==> src/rtl/irqc_pkg.sv <==
// irqc_pkg: register offsets, FSM states and priority helper shared by the interrupt controller.
package irqc_pkg;
  localparam logic [1:0] IRQC_PENDING = 2'd0;
  localparam logic [1:0] IRQC_ENABLE  = 2'd1;
  localparam logic [1:0] IRQC_EDGE    = 2'd2;
  localparam logic [1:0] IRQC_STATUS  = 2'd3;
  typedef enum logic [1:0] {IDLE, REQ, GAP} state_e;
  function automatic logic [4:0] lowest_idx(input logic [31:0] v);
    lowest_idx = '0;
    for (int i = 31; i >= 0; i--) if (v[i]) lowest_idx = 5'(i);
  endfunction
endpackage

==> src/rtl/irq_sync.sv <==
// irq_sync: synchroniser for one asynchronous interrupt line plus a registered rising-edge pulse.
module irq_sync #(
  parameter int SYNC_STAGES = 2
) (
  input  logic clk_i,
  input  logic rst_ni,
  input  logic src_i,
  output logic lvl_o,
  output logic rise_o
);
  logic [SYNC_STAGES-1:0] sync_q, sync_d;
  logic prev_q, prev_d, rise_q, rise_d;
  always_comb begin
    sync_d = {sync_q[SYNC_STAGES-2:0], src_i};
    prev_d = sync_q[SYNC_STAGES-1];
    rise_d = sync_q[SYNC_STAGES-1] & ~prev_q;
  end
  always_ff @(posedge clk_i or negedge rst_ni) begin
    if (!rst_ni) begin
      sync_q <= '0;
      prev_q <= 1'b0;
      rise_q <= 1'b0;
    end else begin
      sync_q <= sync_d;
      prev_q <= prev_d;
      rise_q <= rise_d;
    end
  end
  assign lvl_o  = sync_q[SYNC_STAGES-1];
  assign rise_o = rise_q;
endmodule

==> src/rtl/wb_irqc.sv <==
// wb_irqc: Wishbone interrupt controller with fixed-priority arbitration and a req/ack/gap
// handshake towards the CPU interface.
module wb_irqc
  import irqc_pkg::*;
#(
  parameter int SOURCES     = 8,
  parameter int VEC_BASE    = 25,
  parameter int SYNC_STAGES = 2
) (
  input  logic               clk_i,
  input  logic               rst_ni,
  input  logic               cyc_i,
  input  logic               stb_i,
  input  logic               we_i,
  input  logic [29:0]        adr_i,
  input  logic [3:0]         sel_i,
  input  logic [31:0]        dat_i,
  output logic               ack_o,
  output logic [31:0]        dat_o,
  input  logic [SOURCES-1:0] irq_src,
  output logic               irq_req,
  output logic [7:0]         irq_vec,
  input  logic               irq_ack
);
  logic [SOURCES-1:0] lvl, rise, wmask, wdat, clr, cand;
  logic [SOURCES-1:0] pend_q, pend_d, en_q, en_d, edg_q, edg_d;
  logic [31:0] m32, rd, dat_q, dat_d;
  logic [7:0] vec_q, vec_d;
  logic [4:0] idx_q, idx_d;
  logic ack_q, ack_d, acc, wr;
  state_e state_q, state_d;

  for (genvar i = 0; i < SOURCES; i++) begin : g_sync
    irq_sync #(.SYNC_STAGES(SYNC_STAGES)) u_sync (
      .clk_i (clk_i),
      .rst_ni(rst_ni),
      .src_i (irq_src[i]),
      .lvl_o (lvl[i]),
      .rise_o(rise[i])
    );
  end

  always_comb begin
    acc   = cyc_i & stb_i & ~ack_q;
    wr    = acc & we_i;
    m32   = {{8{sel_i[3]}}, {8{sel_i[2]}}, {8{sel_i[1]}}, {8{sel_i[0]}}};
    wmask = m32[SOURCES-1:0];
    wdat  = dat_i[SOURCES-1:0] & wmask;
    en_d  = (wr && adr_i[1:0] == IRQC_ENABLE) ? (en_q & ~wmask) | wdat : en_q;
    edg_d = (wr && adr_i[1:0] == IRQC_EDGE) ? (edg_q & ~wmask) | wdat : edg_q;
    // a mode switch drops the bit; a new edge still wins over any same-cycle clear
    clr   = ((wr && adr_i[1:0] == IRQC_PENDING) ? wdat : '0) | (edg_q ^ edg_d) |
            ((state_q == REQ && irq_ack) ? SOURCES'(1) << idx_q : '0);
    pend_d = (edg_d & ((pend_q & ~clr) | rise)) | (~edg_d & lvl);
    rd    = adr_i[1:0] == IRQC_PENDING ? 32'(pend_q) :
            adr_i[1:0] == IRQC_ENABLE  ? 32'(en_q) :
            adr_i[1:0] == IRQC_EDGE    ? 32'(edg_q) :
            {state_q == REQ, 23'b0, vec_q};
    dat_d = acc ? rd : '0;
    ack_d = acc;
    cand  = pend_q & en_q;
    state_d = state_q;
    idx_d   = idx_q;
    vec_d   = vec_q;
    if (state_q == IDLE && |cand) begin
      idx_d   = lowest_idx(32'(cand));
      vec_d   = 8'(VEC_BASE) + {3'b0, idx_d};
      state_d = REQ;
    end else if (state_q == REQ && irq_ack) state_d = GAP;
    else if (state_q == GAP) state_d = IDLE;
  end

  always_ff @(posedge clk_i or negedge rst_ni) begin
    if (!rst_ni) begin
      pend_q  <= '0;
      en_q    <= '0;
      edg_q   <= '0;
      dat_q   <= '0;
      ack_q   <= 1'b0;
      vec_q   <= '0;
      idx_q   <= '0;
      state_q <= IDLE;
    end else begin
      pend_q  <= pend_d;
      en_q    <= en_d;
      edg_q   <= edg_d;
      dat_q   <= dat_d;
      ack_q   <= ack_d;
      vec_q   <= vec_d;
      idx_q   <= idx_d;
      state_q <= state_d;
    end
  end

  assign ack_o   = ack_q;
  assign dat_o   = dat_q;
  assign irq_req = state_q == REQ;
  assign irq_vec = vec_q;
endmodule

==> config.mk <==
export PLATFORM = sky130hd
export DESIGN_NAME = wb_irqc
export DESIGN_NICKNAME = d
export VERILOG_FILES = /design/src/rtl/irqc_pkg.sv /design/src/rtl/irq_sync.sv /design/src/rtl/wb_irqc.sv
export SDC_FILE = /design/constraint.sdc
export NUM_CORES = 1
export LEC_CHECK = 0
export CAP_MARGIN = 0
export CORE_MARGIN = 2
export CORE_UTILIZATION = 40
export CTS_CLUSTER_SIZE = 12
export DETAILED_ROUTE_END_ITERATION = 6
export GPL_TIMING_DRIVEN = 0
export HOLD_SLACK_MARGIN = 0.03
export PLACE_DENSITY = 0.79
export SLEW_MARGIN = 20
export SYNTH_ARGS = -nofsm -noshare
export SYNTH_HDL_FRONTEND = slang
export SYNTH_HIERARCHICAL = 1
export SYNTH_SLANG_ARGS = --single-unit
==> constraint.sdc <==
create_clock -name clk_i -period 2.4 [get_ports clk_i]
set_input_delay 0.48 -clock clk_i [delete_from_list [all_inputs] [get_ports clk_i]]
set_output_delay 0.48 -clock clk_i [all_outputs]
set_load 0.01 [all_outputs]
==> summary.md, run 1 <==
| Metric | Value |
|---|---|
| Post-Synth Adder-Cell Area | 0.745% |
| Post-Synth XOR/XNOR Area | 0% |
| Initial Util | 41.1% |
| Leakage | 2.04 nW |
| CP startpoint kind | input port |
| Run status | finished, final reports clean |
| Commonest non-fill, non-tap cell in the layout | dfrtp_1 |
| RSZ-0062 raised after global routing | no |
| Number of remaining DRC errors | 0 |
| Worst slew margin | 35.9% |
| Port bufs | 41 |
| Dpl ws | -0.119 ns |
| Post-Route Utilization | 52.3% |
| DP Wirelength | 4.36 mm |
| Most frequent cells in the layout | 77 x dfrtp_1, 40 x clkdlybuf4s50_1, 26 x buf_4 |
| Worst Path Max Fanout | 8 |
| Post-Synthesis Cells | 259 |
| Ant diodes | 0 |
| Worst Slack Setup Final | 0.230 ns |
| Routed via count | 2,087 |
| Worst r2r src | ack_o |
| Drt first pass iters | 5 |
| Clk slew on worst S/H paths | 0.07 ns |
| Synthesized cell area | 0.00336 sq mm |
| Min-Delay Path Class | in2async |
| Synthesis Warnings | 6 |
| Post-DRT Antenna Nets | 0 |
| Post-Synth Simple-Gate Area | 13.9% |
| Max-Cap Viols | 0 |
| Via density | 4.68 |
| Fin crit share | 90.4% |
| Fmax | 461 MHz |
| Worst Path Arrival | 2.39 ns |
| First-pass GRT wire length | 10.2 mm |
| CTS buffer count | 9 |
| DP Area | 0.00402 sq mm |
| Async SR Flop Fraction | 100% |
| Clock sink count | 77 |
| Peak VDD IR | 0.382 mV |
| CTS tree | built |
| Final hold vios | 0 |
| Top FF cell, synth | dfrtp_1 |
| Slew @ Worst Pin | 0.949 ns |
| Setup crit start | stb_i |
| Max clock buf depth | 2 |
| Cell area after layout | 0.00427 sq mm |
| I/O Pins | 122 |
| CTS Root Cell | clkbuf_8 |
| Largest net degree at the start of global routing | 52 |
| Skew-Pair Late Insertion Delay | 0.35 ns |
| Wirelength per Cell | 13.9 um |
| Post-synthesis compound-gate area fraction | 5.81% |
| Main combinational cell family by area after synthesis | multiplexers |
| Vias in the first global route | 1,991 |
| WL final | 6.19 mm |
| Seq/Total Area, Yosys | 57.4% |
| Die height | 95.6 um |
| Die Wd | 95.6 um |
| GRT Resource Usage Total | 15.4% |
| Crit. End Element | register |
| Number of gates resized after CTS | 0 |
| Worst endpoint required time | 2.62 ns |
| CTS Hold Bufs | 0 |
| Number of fill cells | 699 |
| Reg area | 0.00193 sq mm |
| Synth Area per Inst | 13.0 sq um |
| Netlist cell types | 34 |
| H-tree depth | 3 |
| Power density over cell area | 866 mW/mm^2 |
| Postcts setup bufs | 0 |
| Final min period | 2.17 ns |
| Area growth, synth to finish | 27.3% |
| Setup CP Type | in2reg |
| Die Area | 0.00914 sq mm |
| Starting DRT DRC Count | 83 |
| Post-synth EDFFs | 0 |
| Initial antenna violation count | 0 |
| Placeable Area | 0.00818 sq mm |
| NumNets Final | 418 |
| Post-synthesis mux area share | 14.3% |
| Grt total ovfl | 0 |
| Share of cells above drive strength 1 | 24.0% |
| Final setup vio count | 0 |
| # rows | 33 |
| Max-slew violation count | 0 |
| FF+latch count, synth | 77 |
| RD Place Congestion | 0.858 |
| Area of the multi-input gates | 0.00126 sq mm |
| Clock skew | 0.0104 ns |
-- final cells by class --
class / count / share of cell area [%]
Clock buffer: 13 / 3.95
Sequential cell: 77 / 45.1
Buffer: 29 / 4.80
Multi-Input combinational cell: 162 / 29.5
Tap cell: 105 / 3.07
Clock inverter: 3 / 2.11
Inverter: 15 / 1.32
Timing Repair Buffer: 42 / 10.2
-- synthesized netlist by cell type, drive strengths merged, types with 2 or more instances --
cell type / number / area, sq um
nand3: 5 / 25.0
nand2b: 8 / 50.1
a22oi: 4 / 30.0
nor4: 2 / 27.5
a21oi: 8 / 40.0
ha: 2 / 25.0
nand3b: 2 / 27.5
mux2i: 12 / 120
o22ai: 8 / 50.1
mux2: 20 / 225
nand2: 21 / 78.8
nor2: 7 / 26.3
dfrtp: 77 / 1930
inv: 15 / 56.3
a31oi: 3 / 18.8
o211ai: 2 / 15.0
buf: 28 / 201
nor2b: 19 / 179
mux4: 6 / 135
-- metal layers --
layer  up-vias  part of all wire (%)  global-route usage (%)
met5         -                     0                       0
met4         0                   2.8                    8.69
met3        16                   5.6                    4.03
met2        81                    47                    23.1
met1       998                    44                    20.3
li1        992                     -                       -
-- power breakdown --
group	leakage, nW	internal [mW]	switching, mW
clock	0.130	0.777	0.457
sequential	0.950	1.48	0.176
combinational	0.958	0.444	0.367
-- worst paths after layout --
path,to,cells past startpoint,slack [ns]
hold reg to reg,g_sync[3].u_sync/sync_q[1],0,0.35
min in group clk_i,g_sync[3].u_sync/sync_q[1],0,0.35
hold / removal,g_sync[0].u_sync/sync_q[1],1,0.04
setup / recovery,pend_q[0],5,0.23
setup reg to reg,pend_q[0],4,0.42
max in group asynchronous,g_sync[7].u_sync/rise_o,2,1.81
-- per-stage QoR --
step	std cells	total power [mW]	hold slack, ns	setup TNS (ns)
6_report	446	3.70	0.0394	0
2_1_floorplan	283	2.16	0.184	0
3_3_place_gp	429	2.46	0.331	-135.37
4_1_cts	446	3.73	0.0434	0
3_5_place_dp	430	2.49	0.335	-0.859
5_1_grt	446	3.92	0.0547	0
-- critical path, cell delays in order --
cell and delay, ns:
clkdlybuf4s50_1 0.50, nand3b_4 0.12, nor4b_4 0.72, mux2_2 0.43, mux2i_1 0.13
-- cell families (layout without fill, tap and decap cells) --
| group | after synthesis | after routing |
|---|---|---|
| DFF | 77 | 77 |
| other | 1 | 25 |
| buffers and inverters | 44 | 102 |
| muxes | 38 | 38 |
| adders and majority gates | 2 | 2 |
| and+or+nand+nor | 68 | 68 |
| AOI/OAI and AO/OA | 29 | 29 |
(Power assumes the default switching activity.)
==> run 2, diff against run 1 <==
--- a/config.mk
+++ b/config.mk
@@ -7,12 +7,13 @@
 export LEC_CHECK = 0
 export CAP_MARGIN = 0
 export CORE_MARGIN = 2
-export CORE_UTILIZATION = 40
-export CTS_CLUSTER_SIZE = 12
+export CORE_UTILIZATION = 45
+export CTS_CLUSTER_SIZE = 28
 export DETAILED_ROUTE_END_ITERATION = 6
 export GPL_TIMING_DRIVEN = 0
 export HOLD_SLACK_MARGIN = 0.03
-export PLACE_DENSITY = 0.79
+export PLACE_DENSITY = 0.87
+export SKIP_CTS_REPAIR_TIMING = 1
 export SLEW_MARGIN = 20
 export SYNTH_ARGS = -nofsm -noshare
 export SYNTH_HDL_FRONTEND = slang
==> run 2 against run 1 <==
Against the previous run:
- clock skew fell by 0.0022 ns
- final cell count fell by 1.3%
- critical path depth fell by 3
- sequential cell count did not move
- combinational power barely moved
- critical path type is now reg2out
- critical endpoint is now irq_req
==> summary.md, run 2 (same netlist as run 1, synthesis figures left out) <==
| Metric | Value |
|---|---|
| Slew @ Worst Pin | 0.890 ns (was 0.949 ns) |
| # rows | 31 (was 33) |
| Clock sink count | 77 (unchanged) |
| Run status | finished, final reports clean (unchanged) |
| Setup CP Type | reg2out (was in2reg) |
| Drt first pass iters | 4 (was 5) |
| Port bufs | 41 (unchanged) |
| Highest metal layer with signal wires | met4 (unchanged) |
| Fin crit share | 91.4% (was 90.4%) |
| Final setup vio count | 0 (unchanged) |
| Gate power share | 24.1% (was 21.9%) |
| Critical path cell sequence | nor2b_1 -> clkdlybuf4s50_1 (was clkdlybuf4s50_1 -> nand3b_4 -> nor4b_4 -> mux2_2 -> mux2i_1) |
| Fmax | 456 MHz (was 461 MHz) |
| Max-slew violation count | 0 (unchanged) |
| H-tree depth | 3 (unchanged) |
| WL final | 5.93 mm (was 6.19 mm) |
| Flop2flop setup slack | 0.48 ns (was 0.42 ns) |
| Initial antenna violation count | 0 (unchanged) |
| NetSw | 0.995 mW (was 1.00 mW) |
| Reg power frac | 49.8% (was 44.8%) |
| DP Wirelength | 4.35 mm (was 4.36 mm) |
| Pint | 2.35 mW (was 2.70 mW) |
| Largest net degree at the start of global routing | 45 (was 52) |
| Worst slew margin | 39.9% (was 35.9%) |
| Ant diodes | 0 (unchanged) |
| Die Area | 0.00817 sq mm (was 0.00914 sq mm) |
| CTS buffer count | 9 (unchanged) |
| Number of remaining DRC errors | 0 (unchanged) |
| Max-Cap Viols | 0 (unchanged) |
| Die height | 90.4 um (was 95.6 um) |
| CP startpoint kind | register (was input port) |
| Reg2Reg Capture Point | pend_q[3] (was pend_q[0]) |
| Vias in the first global route | 2,084 (was 1,991) |
| Share of cells above drive strength 1 | 24.0% (unchanged) |
| Wl on met1 | 2.55 mm (was 2.73 mm) |
| Min-Delay Path Class | in2async (unchanged) |
| Crit-path max cell delay | 0.59 ns (was 0.72 ns) |
| Grt total ovfl | 0 (unchanged) |
| Met3 WL | 335 um (was 349 um) |
| Worst Path Max Fanout | 7 (was 8) |
| CP top delay family | buffers and inverters (was simple AND/OR/NAND/NOR gates) |
| First-pass GRT wire length | 9.98 mm (was 10.2 mm) |
| Placed Cells | 424 (was 430) |
| Area growth, synth to finish | 24.4% (was 27.3%) |
| GRT Resource Usage Total | 15.8% (was 15.4%) |
| Net Sw Frac | 29.7% (was 27.0%) |
| Non-Filler Instances | 440 (was 446) |
| Leakage | 2.00 nW (was 2.04 nW) |
| Worst R2R Path Depth | 4 (unchanged) |
| Post-Route Utilization | 57.6% (was 52.3%) |
| I/O Pins | 122 (unchanged) |
| Met2 Routed Length | 2.96 mm (was 2.94 mm) |
| Most frequent cells in the layout | 77 x dfrtp_1, 40 x clkdlybuf4s50_1, 26 x buf_4 (unchanged) |
| Worst Path Arrival | 1.71 ns (was 2.39 ns) |
| RSZ-0062 raised after global routing | no (unchanged) |
| Clk slew on worst S/H paths | 0.08 ns (was 0.07 ns) |
| Number of fill cells | 603 (was 699) |
| Initial Util | 46.3% (was 41.1%) |
| Wirelength per Cell | 13.5 um (was 13.9 um) |
| CTS tree | built (unchanged) |
| Power density over cell area | 801 mW/mm^2 (was 866 mW/mm^2) |
| Final min period | 2.19 ns (was 2.17 ns) |
| Crit path buf inv count | 1 (unchanged) |
| Crit. End Element | output pin (was register) |
| Die Wd | 90.4 um (was 95.6 um) |
| CTS Root Cell | clkbuf_8 (unchanged) |
| Critical path's slowest cell | clkdlybuf4s50_1 (was nor4b_4) |
| Commonest non-fill, non-tap cell in the layout | dfrtp_1 (unchanged) |
| Final hold vios | 0 (unchanged) |
| Placeable Area | 0.00725 sq mm (was 0.00818 sq mm) |
| Peak VDD IR | 0.341 mV (was 0.382 mV) |
| Skew-Pair Late Insertion Delay | 0.34 ns (was 0.35 ns) |
| Clock skew | 0.00826 ns (was 0.0104 ns) |
| Worst endpoint required time | 1.92 ns (was 2.62 ns) |
| RD Place Congestion | 0.904 (was 0.858) |
| Post-DRT Antenna Nets | 0 (unchanged) |
| Via density | 4.77 (was 4.68) |
| NumNets Final | 418 (unchanged) |
| Max clock buf depth | 2 (unchanged) |
| Routed via count | 2,098 (was 2,087) |
| Starting DRT DRC Count | 85 (was 83) |
| Clock share of power | 26.0% (was 33.3%) |
| Worst r2r src | ack_o (unchanged) |
## run 2: cell count changes in the layout (fill, tap and decap cells not counted), sizes merged
cell      before  now
clkinv         0    3
bufinv         3    0
clkbuf        14   13
clkinvlp       0    1
## run 2: worst max-delay path by stage
| stage | start | end | slack [ns] | depth (start not counted) |
|---|---|---|---|---|
| final | state_q[0] | irq_req | 0.21 | 2 |
| after detailed placement | stb_i | pend_q[3] | -0.06 | 5 |
| after floorplan | ack_o | pend_q[0] | 0.71 | 4 |
| after global routing | state_q[0] | irq_req | 0.12 | 2 |
| after global placement | rst_ni | ack_o | -1.66 | 1 |
| after CTS | state_q[0] | irq_req | 0.19 | 2 |
## run 2: power by group through the flow
| stage | combinational, mW | clock, mW | sequential (mW) |
|---|---|---|---|
| global route | 0.883 | 0.955 | 1.69 |
| CTS | 0.815 | 0.902 | 1.66 |
| finish | 0.808 | 0.871 | 1.67 |
| floorplan | 0.511 | 0 | 1.65 |
| detailed placement | 0.812 | 0 | 1.69 |
| global placement | 0.786 | 0 | 1.67 |
## run 2: through the flow
step                cell area (sq um)  worst slack (ns)  total power, mW  hold slack [ns]  TNS (ns)
finish                           4180             0.207             3.35           0.0693         0
global route                     4180             0.117             3.53            0.102         0
CTS                              4180             0.188             3.38           0.0731         0
detailed placement               4000           -0.0630             2.50            0.335    -0.349
global placement                 3980             -1.66             2.46            0.332   -127.47
floorplan                        3450             0.711             2.16            0.184         0
## run 2: layer usage
metal / GRT usage (%) / up-vias
met1: 19.6 / 1018
met4: 6.54 / 0
met2: 25.8 / 67
met5: 0 / -
li1: - / 1002
met3: 4.84 / 11
## run 2: final cells by class
type / count / area (sq um) / area share, %
Clock inverter: 4 / 22.5 / 0.539
Clock buffer: 12 / 155 / 3.71
Multi-Input combinational cell: 162 / 1260 / 30.2
Inverter: 15 / 56.3 / 1.35
Sequential cell: 77 / 1930 / 46.1
Buffer: 29 / 205 / 4.91
Tap cell: 99 / 124 / 2.96
Timing Repair Buffer: 42 / 428 / 10.2
==> run 3, diff against run 2 <==
--- a/config.mk
+++ b/config.mk
@@ -10,7 +10,6 @@
 export CORE_UTILIZATION = 45
 export CTS_CLUSTER_SIZE = 28
 export DETAILED_ROUTE_END_ITERATION = 6
-export GPL_TIMING_DRIVEN = 0
 export HOLD_SLACK_MARGIN = 0.03
 export PLACE_DENSITY = 0.87
 export SKIP_CTS_REPAIR_TIMING = 1
==> run 3 against run 2 <==
Against the previous run:
- wire length is 0.67% higher
- die area stayed put
- utilization is 2.4 points lower
- fmax is 6.1% higher
- first-iteration DRC count is 2.4% higher
- combinational power is 2.8% lower
- via count is 0.76% lower
- worst setup slack better by 0.13 ns
- clock power is 4.6% lower
- final area is 4.2% lower
- sequential cell count stayed put
- critical path type unchanged
- largest cell class unchanged
- highest routed layer unchanged
==> summary.md, run 3 (same netlist as run 1, synthesis figures left out) <==
| Metric | Value |
|---|---|
| Dpl ws | 0.142 ns (was -0.0630 ns) |
| RD Place Congestion | 0.891 (was 0.904) |
| Pint | 2.30 mW (was 2.35 mW) |
| Worst Slack Setup Final | 0.333 ns (was 0.207 ns) |
| Crit path buf inv count | 1 (unchanged) |
| Die Wd | 90.4 um (unchanged) |
| Die Area | 0.00817 sq mm (unchanged) |
| Reg power frac | 50.7% (was 49.8%) |
| Initial antenna violation count | 0 (unchanged) |
| Largest net degree at the start of global routing | 78 (was 45) |
| Fmax | 484 MHz (was 456 MHz) |
| NetSw | 0.976 mW (was 0.995 mW) |
| Final setup TNS | 0 ns (unchanged) |
| Critical path cell sequence | nor2b_1 -> clkdlybuf4s50_1 (unchanged) |
| H-tree depth | 3 (unchanged) |
| Routed via count | 2,082 (was 2,098) |
| Drt first pass iters | 4 (unchanged) |
| Max clock buf depth | 2 (unchanged) |
| Crit. End Element | output pin (unchanged) |
| Worst r2r src | pend_q[0] (was ack_o) |
| Setup CP Type | reg2out (unchanged) |
| Post-DRT Antenna Nets | 0 (unchanged) |
| Peak VDD IR | 0.339 mV (was 0.341 mV) |
| CP startpoint kind | register (unchanged) |
| Worst Path Max Fanout | 7 (unchanged) |
| Clock share of power | 25.4% (was 26.0%) |
| Final hold vios | 0 (unchanged) |
| CP top delay family | buffers and inverters (unchanged) |
| Share of cells above drive strength 1 | 18.6% (was 24.0%) |
| Port bufs | 41 (unchanged) |
| Fin crit share | 86.1% (was 91.4%) |
| Final setup vio count | 0 (unchanged) |
| Wirelength per Cell | 14.3 um (was 13.5 um) |
| CTS buffer count | 9 (unchanged) |
| Initial Util | 46.3% (unchanged) |
| First-pass GRT wire length | 9.94 mm (was 9.98 mm) |
| I/O Pins | 122 (unchanged) |
| Max-slew violation count | 0 (unchanged) |
| Worst Path Arrival | 1.59 ns (was 1.71 ns) |
| NumNets Final | 396 (was 418) |
| Power density over cell area | 818 mW/mm^2 (was 801 mW/mm^2) |
| Max-Cap Viols | 0 (unchanged) |
| Commonest non-fill, non-tap cell in the layout | dfrtp_1 (unchanged) |
| Ant diodes | 0 (unchanged) |
| Starting DRT DRC Count | 87 (was 85) |
| Leakage | 1.88 nW (was 2.00 nW) |
| DP Wirelength | 4.25 mm (was 4.35 mm) |
| Most frequent cells in the layout | 77 x dfrtp_1, 40 x clkdlybuf4s50_1, 25 x conb_1 (was 77 x dfrtp_1, 40 x clkdlybuf4s50_1, 26 x buf_4) |
| Reg2Reg Capture Point | irq_vec[2] (was pend_q[3]) |
| CP Depth | 2 (unchanged) |
| Post-Route Utilization | 55.2% (was 57.6%) |
| Vias in the first global route | 2,002 (was 2,084) |
| GRT Resource Usage Total | 15.6% (was 15.8%) |
| Clock skew | 0.00327 ns (was 0.00826 ns) |
| Placeable Area | 0.00725 sq mm (unchanged) |
| Die height | 90.4 um (unchanged) |
| Number of remaining DRC errors | 0 (unchanged) |
| Min-Delay Path Class | in2async (unchanged) |
| CTS Root Cell | clkbuf_8 (unchanged) |
| WL final | 5.97 mm (was 5.93 mm) |
| Skew-Pair Late Insertion Delay | 0.34 ns (about the same) |
| Gate power share | 23.9% (was 24.1%) |
| # rows | 31 (unchanged) |
| CTS tree | built (unchanged) |
| Flop2flop setup slack | 0.48 ns (about the same) |
| Via density | 4.99 (was 4.77) |
| Crit-path max cell delay | 0.57 ns (was 0.59 ns) |
| Net Sw Frac | 29.8% (was 29.7%) |
| Final min period | 2.07 ns (was 2.19 ns) |
| Run status | finished, final reports clean (unchanged) |
| Area growth, synth to finish | 19.2% (was 24.4%) |
| Critical path's slowest cell | clkdlybuf4s50_1 (unchanged) |
| Worst endpoint required time | 1.92 ns (about the same) |
| Clock sink count | 77 (unchanged) |
| RSZ-0062 raised after global routing | no (unchanged) |
| Grt total ovfl | 0 (unchanged) |
| Clk slew on worst S/H paths | 0.07 ns (was 0.08 ns) |
| Worst R2R Path Depth | 6 (was 4) |
==> run 3: cell types whose count changed in the layout (fill, tap and decap cells not counted), sizes merged <==
cell | before | now
buf | 30 | 9
clkinv | 3 | 2
clkinvlp | 1 | 0
==> run 3: how the worst max path moves through the flow <==
stage | startpoint | to | slack (ns)
6_report | state_q[0] | irq_req | 0.33
5_1_grt | state_q[0] | irq_req | 0.24
3_5_place_dp | cyc_i | pend_q[2] | 0.14
2_1_floorplan | ack_o | pend_q[0] | 0.71
4_1_cts | state_q[0] | irq_req | 0.32
3_3_place_gp | stb_i | pend_q[6] | 0.20
==> run 3: routing by layer <==
metal	part of all wire, %	vias up	wire, um	track usage (%)
met5	0	-	0	0
met4	1.7	0	102	7.69
met3	5.3	11	318	3.01
met2	50	79	2970	24.7
met1	43	1045	2580	20.6
li1	-	947	-	-
==> run 3: final cells by class <==
class / instances / area, sq um
fillers: 624 / 3250
flip-flops and latches: 77 / 1930
multi-input cells: 162 / 1260
repair buffers: 49 / 478
clock buffers: 13 / 149
well taps: 99 / 124
inverters: 15 / 56.3
clock inverters: 2 / 10.0
==> run 3: stage by stage <==
step	total power [mW]	hold WS, ns	cell area, sq um	cells
after floorplan	2.16	0.184	3450	283
after global placement	2.44	0.332	3840	402
after detailed placement	2.47	0.335	3840	402
after CTS	3.31	0.171	4000	417
after global routing	3.45	0.172	4000	417
final	3.28	0.139	4000	417
==> run 3: power by group through the flow <==
stage               Combinational [mW]  Clock [mW]  Sequential [mW]
floorplan                        0.511           0             1.65
global placement                 0.772           0             1.67
detailed placement               0.789           0             1.68
CTS                              0.792       0.858             1.66
global route                     0.858       0.906             1.69
finish                           0.785       0.831             1.66
